--- src/rtl/bram_read_arbiter.sv ---
`default_nettype none
// +----------------------------------------------------------------------------+
// | Module      : bram_read_arbiter                                            |
// | Description : Round-robin arbiter sharing one read-only BRAM port between  |
// |               an AXI4-Lite read slave and a word-addressed stream reader.  |
// | Revision    : 1.0 - initial release                                        |
// +----------------------------------------------------------------------------+
module bram_read_arbiter #(
  parameter int AXI_DATA_WIDTH  = 32,
  parameter int AXI_ADDR_WIDTH  = 32,
  parameter int BRAM_DATA_WIDTH = 32,
  parameter int BRAM_ADDR_WIDTH = 10
) (
  input  logic                       aclk,
  input  logic                       areset,

  input  logic [AXI_ADDR_WIDTH-1:0]  s_axi_araddr,
  input  logic                       s_axi_arvalid,
  output logic                       s_axi_arready,
  output logic [AXI_DATA_WIDTH-1:0]  s_axi_rdata,
  output logic [1:0]                 s_axi_rresp,
  output logic                       s_axi_rvalid,
  input  logic                       s_axi_rready,

  input  logic [BRAM_ADDR_WIDTH-1:0] b_req_addr,
  input  logic                       b_req_valid,
  output logic                       b_req_ready,
  output logic [BRAM_DATA_WIDTH-1:0] m_axis_tdata,
  output logic                       m_axis_tvalid,
  input  logic                       m_axis_tready,

  output logic                       busy,

  output logic                       bram_porta_clk,
  output logic                       bram_porta_rst,
  output logic [BRAM_ADDR_WIDTH-1:0] bram_porta_addr,
  input  logic [BRAM_DATA_WIDTH-1:0] bram_porta_rddata
);

  localparam int ADDR_LSB = $clog2(AXI_DATA_WIDTH / 8);

  typedef enum logic [1:0] {
    ST_IDLE = 2'd0,
    ST_ADDR = 2'd1,
    ST_DATA = 2'd2,
    ST_RESP = 2'd3
  } state_t;

  state_t                     r_state;
  state_t                     w_state_next;
  logic                       r_last_grant;
  logic                       r_grant;
  logic [BRAM_ADDR_WIDTH-1:0] r_addr;
  logic [BRAM_DATA_WIDTH-1:0] r_data;

  logic                       w_grant_any;
  logic                       w_grant_port;
  logic                       w_resp_valid;
  logic                       w_handshake;
  logic                       w_unused_araddr;

  // Bits outside the BRAM word field are intentionally ignored (aliasing).
  assign w_unused_araddr = ^s_axi_araddr;

  // On a tie, the port that did not win last time gets the grant.
  assign w_grant_port = (s_axi_arvalid && b_req_valid) ? ~r_last_grant : b_req_valid;

  assign w_resp_valid = (r_state == ST_RESP) && !areset;
  assign w_handshake  = w_resp_valid && (r_grant ? m_axis_tready : s_axi_rready);

  always_comb begin
    w_state_next = r_state;
    w_grant_any  = 1'b0;
    case (r_state)
      ST_IDLE: begin
        if (!areset && (s_axi_arvalid || b_req_valid)) begin
          w_grant_any  = 1'b1;
          w_state_next = ST_ADDR;
        end
      end
      ST_ADDR: w_state_next = ST_DATA;
      ST_DATA: w_state_next = ST_RESP;
      ST_RESP: begin
        if (w_handshake) begin
          w_state_next = ST_IDLE;
        end
      end
      default: w_state_next = ST_IDLE;
    endcase
  end

  always_ff @(posedge aclk) begin
    if (areset) begin
      r_state <= ST_IDLE;
    end else begin
      r_state <= w_state_next;
    end
  end

  always_ff @(posedge aclk) begin
    if (areset) begin
      r_last_grant <= 1'b1;
      r_grant      <= 1'b0;
      r_addr       <= '0;
      r_data       <= '0;
    end else begin
      if (w_grant_any) begin
        r_grant <= w_grant_port;
        r_addr  <= w_grant_port ? b_req_addr
                                : s_axi_araddr[ADDR_LSB +: BRAM_ADDR_WIDTH];
      end
      // BRAM output is valid in the cycle after ADDR presented the address.
      if (r_state == ST_DATA) begin
        r_data <= bram_porta_rddata;
      end
      if (w_handshake) begin
        r_last_grant <= r_grant;
      end
    end
  end

  assign s_axi_arready   = w_grant_any && !w_grant_port;
  assign b_req_ready     = w_grant_any &&  w_grant_port;

  assign s_axi_rvalid    = w_resp_valid && !r_grant;
  assign m_axis_tvalid   = w_resp_valid &&  r_grant;
  assign s_axi_rdata     = r_data;
  assign m_axis_tdata    = r_data;
  assign s_axi_rresp     = 2'b00;

  assign busy            = (r_state != ST_IDLE) && !areset;

  assign bram_porta_clk  = aclk;
  assign bram_porta_rst  = areset;
  assign bram_porta_addr = r_addr;

endmodule
`default_nettype wire

--- config.mk ---
export PLATFORM = sky130hd
export DESIGN_NAME = bram_read_arbiter
export DESIGN_NICKNAME = d
export VERILOG_FILES = /design/src/rtl/bram_read_arbiter.sv
export SDC_FILE = /design/constraint.sdc
export NUM_CORES = 1
export LEC_CHECK = 0
export ABC_AREA = 0
export CORE_MARGIN = 2
export CORE_UTILIZATION = 38
export CTS_CLUSTER_DIAMETER = 60
export DETAILED_ROUTE_END_ITERATION = 12
export PLACE_DENSITY_LB_ADDON = 0.15
export SLEW_MARGIN = 20
export SYNTH_ARGS = -nofsm -noshare
export SYNTH_HDL_FRONTEND = slang
export SYNTH_SLANG_ARGS = --single-unit
--- constraint.sdc ---
create_clock -name aclk -period 2.9 [get_ports aclk]
set_input_delay 0.435 -clock aclk [delete_from_list [all_inputs] [get_ports aclk]]
set_output_delay 0.435 -clock aclk [all_outputs]
set_load 0.02 [all_outputs]
* Yosys cells after proc, flatten, opt, wreduce, memory -nomap -nowiden
Index checks and enable logic that the tools add are counted.
Storage, ports and cells: register bits after elaboration 46, bits of input ports 80, output and inout bits 83, word-level logic and storage cells 35
Operators by class: equality and inequality tests 5, muxes and demuxes 8, bitwise gates (word level) 1, reductions and logical operators 16
Operators by type and width (number):
- 2-to-1 mux 10 bit | 1
- logical AND 1 bit | 9
- case mux 2 bit (4 select lines) | 1
- == test 2 bit, second input constant | 2
- 2-to-1 mux 1 bit | 4
- 2-to-1 mux 2 bit | 2
- != test 2 bit, second input constant | 2
- logical NOT 1 bit | 3
- == test 2 x 1 -> 1 bit, second input constant | 1
- logical NOT 2 bit | 1
- AND reduction 2 bit | 1
- nonzero test 2 bit | 1
- logical OR 1 bit | 1
- NOT 1 bit | 1

* Depth between registers and ports, before layout
Gate-level depths: netlist (run 1).
depth after elaboration 5, depth in mapped cells 6, gate-level depth less buffers 5

==> flow_summary.json, run 1 <==
{
  "status": "completed",
  "endpoint_kind": "primary output",
  "hold_viol_final": 0,
  "gp_congestion": 0.701,
  "syn_area_per_cell_um2": 10.3,
  "ctsHoldBuffers": 0,
  "cts.repair.resized": 0,
  "synth_mux_area_share_pct": 19.7,
  "final_antenna_net_count": 0,
  "finalCoreUtilization_pct": 61.0,
  "via_per_inst": 4.64,
  "insertion_delay_ns": 0.39,
  "drv_slew": 0,
  "min_from": "r_state[0]",
  "fin_skew_ns": 0.00722,
  "synthTopCellsByCount": "46 x dfxtp_1, 45 x mux2i_1, 40 x buf_4",
  "yosys.area_share.adder_pct": 2.19,
  "grt_max_degree": 32,
  "io_buffers": 138,
  "drv_cap": 0,
  "antenna_cells": 0,
  "cts.clk_slew.worst_paths_ns": 0.08,
  "reg2reg_slack_ns": 1.32,
  "dp_hpwl_mm": 3.98,
  "synth_cells": 222,
  "p_leak_nw": 1.30,
  "worst_pin_slew_ns": 0.506,
  "synth-edff-count": 0,
  "ys.flop_type": "dfxtp_1",
  "drc_errors": 0,
  "avgRoutedWirePerCell_um": 13.0,
  "drtIter0Drc": 28,
  "synth_cell_types": 27,
  "holdPathEnd": "r_state[0]",
  "fmax_mhz": 366,
  "synth_top_area_share_pct": 40.3,
  "synth_warnings": 0,
  "overflow": 0,
  "dieArea_um2": 6650,
  "start_util_pct": 39.1,
  "synth.largest_area_cell": "dfxtp_1",
  "post_cts.repair.setup_buffers": 0,
  "core_um2": 5850,
  "cp.arrival_ns": 2.30,
  "first_global_vias": 1760,
  "grt_pass1_wl_mm": 7.80,
  "yosys.area_share.simple_pct": 9.25,
  "dr.pass1.iters": 4,
  "setup_viol": 0,
  "rsz0062_at_grt": "no",
  "drive_gt1_share_pct": 10.7,
  "synth_most_common_cell": "dfxtp_1",
  "async_flop_share_pct": 0,
  "die_h_um": 81.6,
  "maxSlewHeadroom_pct": 66.3,
  "ys_seq_area_share_pct": 40.3,
  "period_minus_slack_ns": 2.73,
  "cp_max_fo": 11,
  "crit_path_start_kind": "flip-flop",
  "hold_path_class": "flip-flop to flip-flop",
  "reg2reg_to": "m_axis_tdata[25]",
  "wl_mm": 5.26,
  "synth_top_family_by_area": "multiplexers",
  "routed-via-count": 1868,
  "netlist_top_cells_area": "dfxtp_1 40%, mux2i_1 20%, buf_4 13%",
  "ir_worst_vdd_v": 0.000648,
  "syn_area_um2": 2290,
  "syn_to_final_growth_pct": 56.1,
  "timing.final.crit_share_pct": 94.2,
  "hold_depth": 2,
  "ioPinCount": 163,
  "grtUsageTotal_pct": 15.1,
  "die_x_um": 81.6,
  "antenna_found_initial": 0,
  "timing.rr.start": "r_state[0]",
  "synth-compound-area-share_pct": 11.8,
  "crit_type": "flip-flop to primary output",
  "rows": 28,
  "powerDensity_nw_per_um2": 788,
  "cts_tree": "yes",
  "reg2regPathDepth": 5,
  "synth_seq_cells": 46,
  "fin_nets": 411,
  "synth-xor-area-share_pct": 0,
  "required_ns": 2.47,
  "setup_tns_ns": 0
}
-- through the flow --
step | power [mW] | instances | hold slack (ns) | setup slack, ns | instance area [µm²]
after floorplan | 1.88 | 223 | 0.466 | 0.881 | 2290
after global placement | 2.33 | 392 | 0.485 | 0.300 | 3440
after detailed placement | 2.34 | 392 | 0.508 | 0.295 | 3440
after CTS | 2.86 | 403 | 0.528 | 0.119 | 3570
after global routing | 2.99 | 403 | 0.548 | 0.0262 | 3570
final | 2.81 | 403 | 0.512 | 0.168 | 3570
-- routing by layer --
layer  GRT usage [%]  part of all wire, %  vias to the layer above
met5               0                    0                        -
met4            5.42                 0.51                        0
met3            5.82                  9.8                        3
met1            18.0                   42                      860
li1                -                    -                      918
met2            24.7                   48                       87
-- flip-flops by register name, summed over array words and instances (netlist names) --
register and cells:
r_state 2, m_axis_tdata 32, bram_porta_addr 10, r_grant 1, r_last_grant 1
-- placed cells by master, fill, tap and decap left out, drive strengths merged --
cell type      netlist  routed
a211oi              10      10
a21boi               2       2
a21oi               12      12
a221oi               1       1
and2                 1       1
and2b                1       1
and3                 1       1
and3b                1       1
buf                 50       7
clkbuf               0      10
clkdlybuf4s50        0     137
clkinv               0       1
conb                 1       2
dfxtp               46      46
ha                   4       4
inv                  2       2
mux2i               45      45
nand2                1       1
nand2b               3       3
nor2                34      34
nor2b                1       1
nor3b                1       1
o21a                 1       1
o21ba                1       1
o21bai               2       2
or2                  1       1
-- critical path, stage by stage, from the launching register on --
cell and delay (ns):
dfxtp_1 0.33, inv_1 0.11, ha_1 0.27, nor2b_4 0.19, and2_4 0.25, and2b_2 0.16, clkdlybuf4s50_1 0.59
-- cell type report --
| class | instances | area [µm²] |
|---|---|---|
| tap | 75 | 93.8 |
| sequential | 46 | 921 |
| clock inverter | 1 | 5.00 |
| multi-input combinational | 125 | 992 |
| inverter | 2 | 7.51 |
| clock buffer | 11 | 138 |
| fill | 514 | 2280 |
| timing repair buffer | 143 | 1410 |
-- how the worst max path moves through the flow --
stage / start / endpoint / slack, ns / cells after the start
final: r_state[0] / s_axi_arready / 0.17 / 6
after floorplan: aclk / bram_porta_clk / 0.88 / 1
after detailed placement: s_axi_arvalid / s_axi_arready / 0.29 / 5
after CTS: r_state[0] / s_axi_arready / 0.12 / 6
after global placement: s_axi_arvalid / s_axi_arready / 0.30 / 5
after global routing: r_state[0] / s_axi_arready / 0.03 / 6
-- power by group --
group	internal (mW)	total, mW	switching [mW]
Combinational	0.710	1.39	0.678
Clock	0.303	0.539	0.235
Sequential	0.777	0.884	0.107
Total	1.79	2.81	1.02
-- kinds of logic (layout without fill, tap and decap cells) --
family | after synthesis | in the layout
AO/OA/AOI/OAI | 29 | 29
buffers and inverters | 52 | 157
multiplexers | 45 | 45
flip-flops | 46 | 46
other | 1 | 2
adder cells (fa/ha/maj) | 4 | 4
AND/OR/NAND/NOR | 45 | 45
Power figures use the tool's default switching activity.
==> run 2, diff against run 1 <==
CORE_ASPECT_RATIO = 1.25   (was not set)
CORE_MARGIN = 3   (was 2)
==> flow_summary.json, run 2 (synthesis results as in run 1) <==
{
  "first_global_vias": 1807,
  "crit_path_start_kind": "flip-flop",
  "p_leak_nw": 1.29,
  "ioPinCount": 163,
  "slowest_stage": "clkdlybuf4s50_1",
  "finalCoreUtilization_pct": 63.3,
  "antenna_cells": 0,
  "final_common_cell": "clkdlybuf4s50_1",
  "path_delay_family": "buffers and inverters",
  "ir_worst_vdd_v": 0.000451,
  "start_util_pct": 40.6,
  "critical_path_buf_inv_count": 2,
  "finalPower_mw": 2.90,
  "drtIter0Drc": 36,
  "rows": 30,
  "via_per_inst": 4.70,
  "largest_reg_flops": 32,
  "rsz0062_at_grt": "no",
  "hold_viol_final": 0,
  "crit_type": "flip-flop to primary output",
  "reg2reg_to": "m_axis_tdata[11]",
  "powerDensity_nw_per_um2": 814,
  "grtUsageTotal_pct": 15.6,
  "final_cells": 391,
  "dieArea_um2": 6990,
  "final_cell_area_um2": 3570,
  "wl_mm": 5.47,
  "hold-worst-slack_ns": 0.503,
  "insertion_delay_ns": 0.41,
  "timing.final.crit_share_pct": 94.5,
  "hold_path_class": "flip-flop to flip-flop",
  "io_buffers": 138,
  "cp_max_fo": 11,
  "routed-via-count": 1836,
  "timing.rr.start": "r_state[0]",
  "die_x_um": 75.4,
  "maxSlewHeadroom_pct": 62.1,
  "setup_viol": 0,
  "worst_pin_slew_ns": 0.568,
  "antenna_found_initial": 0,
  "fin_nets": 410,
  "grt_pass1_wl_mm": 8.42,
  "core_um2": 5630,
  "fmax_mhz": 365,
  "placed_cells": 379,
  "die_h_um": 92.7,
  "crit_end": "s_axi_arready",
  "cp_slowest_stage_delay_ns": 0.59,
  "status": "completed",
  "grt_max_degree": 54,
  "cts.repair.resized": 0,
  "cts_tree": "yes",
  "cp_cell_sequence": "inv_1 > ha_1 > nor2b_4 > and2_4 > and2b_2 > clkdlybuf4s50_1",
  "cts.clk_slew.worst_paths_ns": 0.08,
  "crit_start": "r_state[0]",
  "placed_area_um2": 3410,
  "drv_slew": 0,
  "crit_cells": 6,
  "drv_cap": 0,
  "reg2reg_slack_ns": 1.19,
  "required_ns": 2.47,
  "avgRoutedWirePerCell_um": 14.0,
  "dr.pass1.iters": 4,
  "drc_errors": 0,
  "final_cell_mix": "137 x clkdlybuf4s50_1, 46 x dfxtp_1, 45 x mux2i_1, 34 x nor2_1, 12 x a21oi_1",
  "syn_to_final_growth_pct": 56.0,
  "drive_gt1_share_pct": 10.4,
  "gp_congestion": 0.693,
  "setup_tns_ns": 0,
  "endpoint_kind": "primary output",
  "dp_slack_ns": 0.261,
  "dp_hpwl_mm": 4.07,
  "fin_skew_ns": 0.00371,
  "final_antenna_net_count": 0,
  "reg2regPathDepth": 5,
  "setup_slack_ns": 0.160,
  "cp.arrival_ns": 2.30,
  "overflow": 0,
  "period_minus_slack_ns": 2.74,
  "ctsHoldBuffers": 0
}
==> run 2: changes by cell type in the layout (fill, tap and decap cells not counted) <==
| cell | change |
|---|---|
| clkbuf_8 | -1 |
| clkinv_2 | -1 |
| bufinv_16 | +1 |
| clkinvlp_4 | +1 |
| buf_4 | -1 |
==> run 2: layout make-up <==
type | instances | area [µm²]
clock buffers | 10 | 124
clock inverters | 2 | 37.5
fillers | 493 | 2060
inverters | 2 | 7.51
multi-input cells | 125 | 992
flip-flops and latches | 46 | 921
well taps | 64 | 80.1
repair buffers | 142 | 1400
==> run 2: report_power, final <==
part / leakage, nW / switching [mW] / internal, mW
logic: 0.843 / 0.680 / 0.711
registers: 0.375 / 0.107 / 0.777
clock network: 0.0769 / 0.260 / 0.368
==> run 2: worst min-delay path by stage <==
stage | start | end | slack (ns) | cells past startpoint
after detailed placement | r_state[0] | r_state[0] | 0.49 | 2
after floorplan | r_state[0] | r_state[0] | 0.47 | 2
after CTS | r_state[0] | r_state[0] | 0.51 | 2
after global placement | r_state[0] | r_state[0] | 0.48 | 2
after global routing | r_state[0] | r_state[0] | 0.53 | 2
final | r_state[0] | r_state[0] | 0.50 | 2
==> run 2: routing by layer <==
metal	up-vias	global-route usage [%]	share of wire, %
met1	830	18.1	41
li1	911	-	-
met5	-	0	0
met3	6	6.51	9.6
met4	0	5.83	1.4
met2	89	25.0	48
==> run 2: repair_timing <==
action / CTS / global route
buffers inserted: 1 / 0
endpoints found under the hold margin: 0 / 0
setup endpoints to repair: 1 / 0
==> run 2: worst min-delay path, cell delays in order, from the launching register on <==
cell	delay (ns)
dfxtp_1	0.33
nand2b_1	0.07
mux2i_1	0.06
